**config.mk**
```make
export PLATFORM = sky130hd
export DESIGN_NAME = mul_4to2_tree_pipe
export DESIGN_NICKNAME = d
export VERILOG_FILES = /design/src/rtl/mul_pkg.sv /design/src/rtl/mul_cells.sv /design/src/rtl/mul_pp_gen.sv /design/src/rtl/mul_4to2_tree_pipe.sv
export SDC_FILE = /design/constraint.sdc
export NUM_CORES = 1
export LEC_CHECK = 0
export CAP_MARGIN = 20
export CORE_ASPECT_RATIO = 0.8
export CORE_MARGIN = 5
export CORE_UTILIZATION = 40
export DETAILED_ROUTE_END_ITERATION = 10
export GPL_ROUTABILITY_DRIVEN = 0
export HOLD_SLACK_MARGIN = 0.05
export MAX_ROUTING_LAYER = met4
export SETUP_SLACK_MARGIN = 0.3
export SLEW_MARGIN = 10
export SYNTH_ARGS = -nofsm -noshare
export SYNTH_HDL_FRONTEND = slang
export SYNTH_HIERARCHICAL = 1
export SYNTH_SLANG_ARGS = --single-unit
```
**constraint.sdc**
```tcl
create_clock -name clk -period 2.68 [get_ports clk]
set_clock_uncertainty 0.15 [all_clocks]
set_input_delay 0.804 -clock clk [delete_from_list [all_inputs] [get_ports clk]]
set_output_delay 0.804 -clock clk [all_outputs]
set_load 0.005 [all_outputs]
```
**src/rtl/mul_pkg.sv**
```systemverilog
// Elaboration helpers that size the 4:2 compressor tree from the operand width.
package mul_pkg;

  // Rows after one level: each group of four becomes two; a leftover three goes through a csa.
  function automatic int next_rows(int r);
    return 2 * (r / 4) + (((r % 4) == 3) ? 2 : (r % 4));
  endfunction

  function automatic int rows_at_level(int n, int k);
    int r;
    r = n;
    for (int i = 0; i < k; i++) r = next_rows(r);
    return r;
  endfunction

  function automatic int num_4to2_levels(int n);
    int r;
    int l;
    r = n;
    l = 0;
    while (r > 2) begin
      r = next_rows(r);
      l++;
    end
    return l;
  endfunction

endpackage

```
**src/rtl/mul_cells.sv**
```systemverilog
// Row-wide carry-save cells: 3:2 counter and 4:2 compressor. Carries come out pre-shifted
// one column left and the carry out of the top column is dropped (results are mod 2^W).
module csa #(
  parameter int W = 16
) (
  input  logic [W-1:0] a,
  input  logic [W-1:0] b,
  input  logic [W-1:0] c,
  output logic [W-1:0] sum,
  output logic [W-1:0] carry
);
  logic [W-1:0] maj;

  assign sum   = a ^ b ^ c;
  assign maj   = (a & b) | (a & c) | (b & c);
  assign carry = maj << 1;
endmodule

module c_4to2 #(
  parameter int W = 16
) (
  input  logic [W-1:0] a,
  input  logic [W-1:0] b,
  input  logic [W-1:0] c,
  input  logic [W-1:0] d,
  output logic [W-1:0] sum,
  output logic [W-1:0] carry
);
  logic [W-1:0] x, cout, cin, cy;

  assign x    = a ^ b ^ c;
  assign cout = (a & b) | (a & c) | (b & c);
  // Lateral carry comes from the neighbouring column's first adder, so it never ripples.
  assign cin  = cout << 1;
  assign sum  = x ^ d ^ cin;
  assign cy   = (x & d) | (x & cin) | (d & cin);
  assign carry = cy << 1;
endmodule

```
**src/rtl/mul_pp_gen.sv**
```systemverilog
// Combinational partial-product generator; signed mode uses Baugh-Wooley rows.
module mul_pp_gen #(
  parameter int DATA_LEN = 8
) (
  input  logic [DATA_LEN-1:0]   op1,
  input  logic [DATA_LEN-1:0]   op2,
  input  logic                  is_signed,
  output logic [2*DATA_LEN-1:0] pp [DATA_LEN]
);
  always_comb begin
    for (int i = 0; i < DATA_LEN; i++) begin
      pp[i] = '0;
      for (int j = 0; j < DATA_LEN; j++) begin
        // Cross terms that pair exactly one sign bit carry negative weight, so they are inverted.
        pp[i][i+j] = (op1[j] & op2[i]) ^ (is_signed & ((i == DATA_LEN-1) != (j == DATA_LEN-1)));
      end
    end
    // Correction constants land in columns that row 0 and the top row leave empty.
    pp[0][DATA_LEN]            = is_signed;
    pp[DATA_LEN-1][2*DATA_LEN-1] = is_signed;
  end
endmodule

```
**src/rtl/mul_4to2_tree_pipe.sv**
```systemverilog
// Three-stage DATA_LEN x DATA_LEN multiplier: pp + first 4:2 level, remaining tree, final add.
module mul_4to2_tree_pipe
  import mul_pkg::*;
#(
  parameter int DATA_LEN = 8,
  parameter int TAG_W    = 4
) (
  input  logic                  clk,
  input  logic                  rst_n,
  input  logic                  in_valid,
  output logic                  in_ready,
  input  logic [DATA_LEN-1:0]   op1,
  input  logic [DATA_LEN-1:0]   op2,
  input  logic                  is_signed,
  input  logic [TAG_W-1:0]      in_tag,
  output logic                  out_valid,
  input  logic                  out_ready,
  output logic [2*DATA_LEN-1:0] mul_result,
  output logic [TAG_W-1:0]      out_tag
);
  localparam int W    = 2 * DATA_LEN;
  localparam int NLEV = num_4to2_levels(DATA_LEN);
  localparam int R1   = rows_at_level(DATA_LEN, 1);

  typedef logic [W-1:0] row_t;
  typedef struct packed {
    logic             valid;
    logic [TAG_W-1:0] tag;
  } side_t;

  // Handshake: a stage loads when it is empty or its successor takes its beat this cycle.
  row_t  pp [DATA_LEN];
  row_t  lvl_in  [NLEV][DATA_LEN];
  row_t  lvl_out [NLEV][DATA_LEN];
  row_t  s1_rows_d [R1];
  row_t  s1_rows_q [R1];
  row_t  red_sum, red_carry;
  row_t  s2_sum_d, s2_sum_q, s2_carry_d, s2_carry_q, res_d, res_q;
  side_t s1_d, s1_q, s2_d, s2_q, s3_d, s3_q;
  logic  rdy1, rdy2, rdy3;

  mul_pp_gen #(.DATA_LEN(DATA_LEN)) u_pp_gen (
    .op1       (op1),
    .op2       (op2),
    .is_signed (is_signed),
    .pp        (pp)
  );

  // Level 0 feeds the S1 register; levels 1.. reduce the registered rows down to two.
  for (genvar k = 0; k < NLEV; k++) begin : g_lvl
    localparam int RIN  = rows_at_level(DATA_LEN, k);
    localparam int ROUT = rows_at_level(DATA_LEN, k + 1);
    localparam int NQ   = RIN / 4;
    for (genvar r = 0; r < DATA_LEN; r++) begin : g_in
      if (r >= RIN) begin : g_tie
        assign lvl_in[k][r] = '0;
      end else if (k == 0) begin : g_pp
        assign lvl_in[k][r] = pp[r];
      end else if (k == 1) begin : g_reg
        assign lvl_in[k][r] = s1_rows_q[r];
      end else begin : g_chain
        assign lvl_in[k][r] = lvl_out[k-1][r];
      end
    end
    for (genvar q = 0; q < NQ; q++) begin : g_c42
      c_4to2 #(.W(W)) u_c42 (
        .a(lvl_in[k][4*q]), .b(lvl_in[k][4*q+1]), .c(lvl_in[k][4*q+2]), .d(lvl_in[k][4*q+3]),
        .sum(lvl_out[k][2*q]), .carry(lvl_out[k][2*q+1])
      );
    end
    if ((RIN % 4) == 3) begin : g_csa
      csa #(.W(W)) u_csa (
        .a(lvl_in[k][4*NQ]), .b(lvl_in[k][4*NQ+1]), .c(lvl_in[k][4*NQ+2]),
        .sum(lvl_out[k][2*NQ]), .carry(lvl_out[k][2*NQ+1])
      );
    end else begin : g_pass
      for (genvar p = 0; p < (RIN % 4); p++) begin : g_p
        assign lvl_out[k][2*NQ+p] = lvl_in[k][4*NQ+p];
      end
    end
    for (genvar r = ROUT; r < DATA_LEN; r++) begin : g_out_tie
      assign lvl_out[k][r] = '0;
    end
  end

  if (NLEV == 1) begin : g_fin_s1
    assign red_sum   = s1_rows_q[0];
    assign red_carry = s1_rows_q[1];
  end else begin : g_fin_tree
    assign red_sum   = lvl_out[NLEV-1][0];
    assign red_carry = lvl_out[NLEV-1][1];
  end

  always_comb begin
    rdy3       = !s3_q.valid || out_ready;
    rdy2       = !s2_q.valid || rdy3;
    rdy1       = !s1_q.valid || rdy2;
    s1_d       = s1_q;
    s2_d       = s2_q;
    s3_d       = s3_q;
    s1_rows_d  = s1_rows_q;
    s2_sum_d   = s2_sum_q;
    s2_carry_d = s2_carry_q;
    res_d      = res_q;
    if (rdy1) begin
      s1_d.valid = in_valid;
      if (in_valid) begin
        s1_d.tag = in_tag;
        for (int r = 0; r < R1; r++) s1_rows_d[r] = lvl_out[0][r];
      end
    end
    if (rdy2) begin
      s2_d.valid = s1_q.valid;
      if (s1_q.valid) begin
        s2_d.tag   = s1_q.tag;
        s2_sum_d   = red_sum;
        s2_carry_d = red_carry;
      end
    end
    if (rdy3) begin
      s3_d.valid = s2_q.valid;
      if (s2_q.valid) begin
        s3_d.tag = s2_q.tag;
        res_d    = s2_sum_q + s2_carry_q;
      end
    end
  end

  always_ff @(posedge clk or negedge rst_n) begin
    if (!rst_n) begin
      s1_q <= '0;
      s2_q <= '0;
      s3_q <= '0;
      for (int r = 0; r < R1; r++) s1_rows_q[r] <= '0;
      s2_sum_q   <= '0;
      s2_carry_q <= '0;
      res_q      <= '0;
    end else begin
      s1_q <= s1_d;
      s2_q <= s2_d;
      s3_q <= s3_d;
      for (int r = 0; r < R1; r++) s1_rows_q[r] <= s1_rows_d[r];
      s2_sum_q   <= s2_sum_d;
      s2_carry_q <= s2_carry_d;
      res_q      <= res_d;
    end
  end

  assign in_ready   = rdy1;
  assign out_valid  = s3_q.valid;
  assign out_tag    = s3_q.tag;
  assign mul_result = res_q;

endmodule

```
==> results of run 1 <==
## area by class of cell
type | instances | share of cell area
Tap cell | 269 | 0.03417
Timing Repair Buffer | 73 | 0.06948
Clock inverter | 12 | 0.01600
Sequential cell | 127 | 0.3226
Multi-Input combinational cell | 503 | 0.5088
Clock buffer | 20 | 0.04738
Inverter | 4 | 0.001524
## worst max-delay path by stage
stage                     startpoint     endpoint  depth (start not counted)  slack [ns]
final                         op1[6]   lvl_in[90]                          5        0.32
after global routing          op1[6]   lvl_in[90]                          5        0.30
after CTS                  out_ready     in_ready                          4        0.28
after detailed placement      op1[7]   lvl_in[92]                          6       -0.56
after global placement        op1[7]  lvl_in[120]                          6       -0.54
after floorplan            is_signed   lvl_in[92]                          6        0.05
## cell families after synthesis
logic type,Yosys count,synth area share
AOI/OAI and AO/OA,52,0.04652
muxes,108,0.1421
DFF,127,0.3728
other,4,0.001761
adders and majority gates,106,0.2331
xor gates and xnor gates,32,0.03772
and+or+nand+nor,140,0.08791
buffers and inverters,91,0.07822
## worst max-delay path, delay by kind of cell
| kind | cells | cell delay (ns) |
|---|---|---|
| and+or+nand+nor | 1 | 0.20 |
| muxes | 1 | 0.27 |
| adders and majority gates | 2 | 0.98 |
| buffers and inverters | 1 | 0.25 |
## where the power goes
group	leakage, nW	internal [mW]	switching, mW
clock	0.287	1.54	0.885
combinational	2.60	2.38	2.20
sequential	1.52	2.65	0.488
## flip-flops by register name, indices dropped and copies added, names as in the netlist
signal      cells
lvl_in         64
mul_result     16
s2_carry_q     16
s2_sum_q       16
s1_q            5
s2_q            5
out_tag         4
out_valid       1
## through the flow
stage	cells	utilization	cell area [sq um]	hold slack, ns	setup slack, ns
3_5_place_dp	971	0.4410	9180	0.3126	-0.5636
4_1_cts	1006	0.4736	9858	0.2020	0.2835
6_report	1008	0.4732	9851	0.2021	0.3238
5_1_grt	1008	0.4732	9851	0.2344	0.3026
2_1_floorplan	721	-	8816	0.2827	0.05237
3_3_place_gp	971	0.4410	9180	0.3067	-0.5400
## what timing repair did
item                                    in CTS  in global routing
gates cloned                                 1                  0
endpoints found under the setup margin      43                 17
pin swaps                                    3                  4
gates resized for setup                     57                 19
hold buffers                                 0                  0
setup buffers                                2                  2
## layout by cell type, fill, tap and decap left out, types with 3 or more instances in the layout
cell type        netlist  layout
clkbuf_16              0      17
clkbuf_8               1       3
dfrtp_1              127     127
conb_1                 4      65
nor3_1                 4       4
clkinvlp_4             0       6
and2_1                52      47
buf_12                 1       5
buf_4                 74      21
and2_4                 0       5
ha_1                  18      18
nand2b_1               4       4
nand4_1                3       3
clkdlybuf4s50_1        0      27
a21o_1                 4       4
mux2i_1                4       4
o21ai_0               12      12
xnor2_1               24      21
a21oi_1                9       8
nand3_1                5       5
fa_1                  88      86
nand2_2                1       4
mux2_2               104      98
clkdlybuf4s15_2        0       7
buf_2                  5       8
inv_1                  4       4
mux2_4                 0       6
nand2_1               56      53
xor2_1                 5       5
nor2_1                 5       5
o21a_1                 4       4
xnor3_1                3       3
bufinv_16              0       3
## per-layer routing
metal / vias to the layer above / share of wire / wire length, microns / track usage
met2: 55 / 0.53 / 8051 / 0.2387
met5: - / 0 / 0 / -
li1: 2217 / - / - / -
met3: 19 / 0.031 / 472 / 0.03453
met4: 0 / 0.011 / 171 / 0.03778
met1: 2525 / 0.43 / 6532 / 0.1697
==> run metrics, run 1 <==
status finished, final reports clean; crit path max fanout 8; # fillers 1870; Initial DRT Pass Iterations 4; vias after detailed routing 4816; Storage cell area 3178 sq um; FFs w/ async S/R, synth 1.000; share of layout cells above drive strength 1 0.2869; Port Buf Inserts 46; ANT nets after route 0; synth cell count leaders dfrtp_1, mux2_2, fa_1, buf_4, nand2_1; startpoint types input port; post-synth top area cell dfrtp_1; Routed WL per cell 15.11 microns; antenna violations before repair 0; post-synth top area share 0.3728; crit path DAT 2.51 ns; hold violation count in the final report 0; Pleak 4.410 nW; Core Area 20820 sq um; setup TNS 0 ns; synth warn 6; Multi-input gate area 5012 sq um; global route overflow 0; mapped cell area 8526 sq um; CP dominant cell by count fa_1; Final nets 857; Crit Reg-Reg Endpoint mul_result[14]; Rows 47; top_reg_cell synth dfrtp_1; starting density of the core 0.4095; Syn Area/Cell 12.92 sq um; Ports 47; critical path class input port to register; Power Dens Cells 1029 nW/um^2; Slew headroom 0.6555; crit path max-delay cell type fa_1; Post-synth EDFFs 0; leading post-synthesis cells by cell area dfrtp_1, fa_1, mux2_2; Slew @ Worst Pin 0.5167 ns; Seq cells post-synth 127; Pwr Total 10.14 mW; FF-to-FF Start s2_sum_q[0]; Die X 173.2 microns; Max Root-Sink Buffers 2; Distinct cells, synth 57; sequential share of the synthesized area 0.3728; hpwl dp 11800 microns; Die Ht 140.6 microns; Final Cycle Share 0.8792; clk sinks 127; Finish-stage setup viols 0; RSZ-0062 raised after global routing no; maximum clock frequency 424.4 MHz; worst reg-to-reg setup slack 0.45 ns; Die ar. 24350 sq um; CTS clk-pin slew, worst paths 0.06 ns; slowest stage delay, CP 0.55 ns; wire length of the first global-routing pass 26760 microns; worst path required time 2.83 ns; GRT Util Overall 0.1406; Area Overhead vs Synth 15.54%; crit path cell chain clkdlybuf4s15_2 -> and2_1 -> fa_1 -> fa_1 -> mux2_2; vias per cell 4.778; largest net degree at the start of global routing 44; # diodes 0; CTS tree done; H-tree levels 4; Syn Inst Count 660; max-cap viol count 0; clock root buffer clkbuf_16; vias in the first global route 5468; Critical Path End Type register; Routed WL 15230 microns; DRT iter0 DRCs 163; Hold Crit Class input port to asynchronous set/reset pin; Final min period 2.356 ns; R2R depth 7; CTS Buf Count 17; clock latency at the later pin of the worst-skew pair 0.42 ns; Max Slew Vio Count 0; Residual DRC 0; count leader, synth dfrtp_1; VDD IR max 0.6491 mV
Note: power is estimated with default switching activity, not from simulation.
==> inputs of run 2 (changes only) <==
--- a/config.mk
+++ b/config.mk
@@ -14,7 +14,6 @@
 export HOLD_SLACK_MARGIN = 0.05
 export MAX_ROUTING_LAYER = met4
 export SETUP_SLACK_MARGIN = 0.3
-export SLEW_MARGIN = 10
 export SYNTH_ARGS = -nofsm -noshare
 export SYNTH_HDL_FRONTEND = slang
 export SYNTH_HIERARCHICAL = 1
==> results of run 2 <==
Final layout, timing and power as in run 1 (identical DEF).
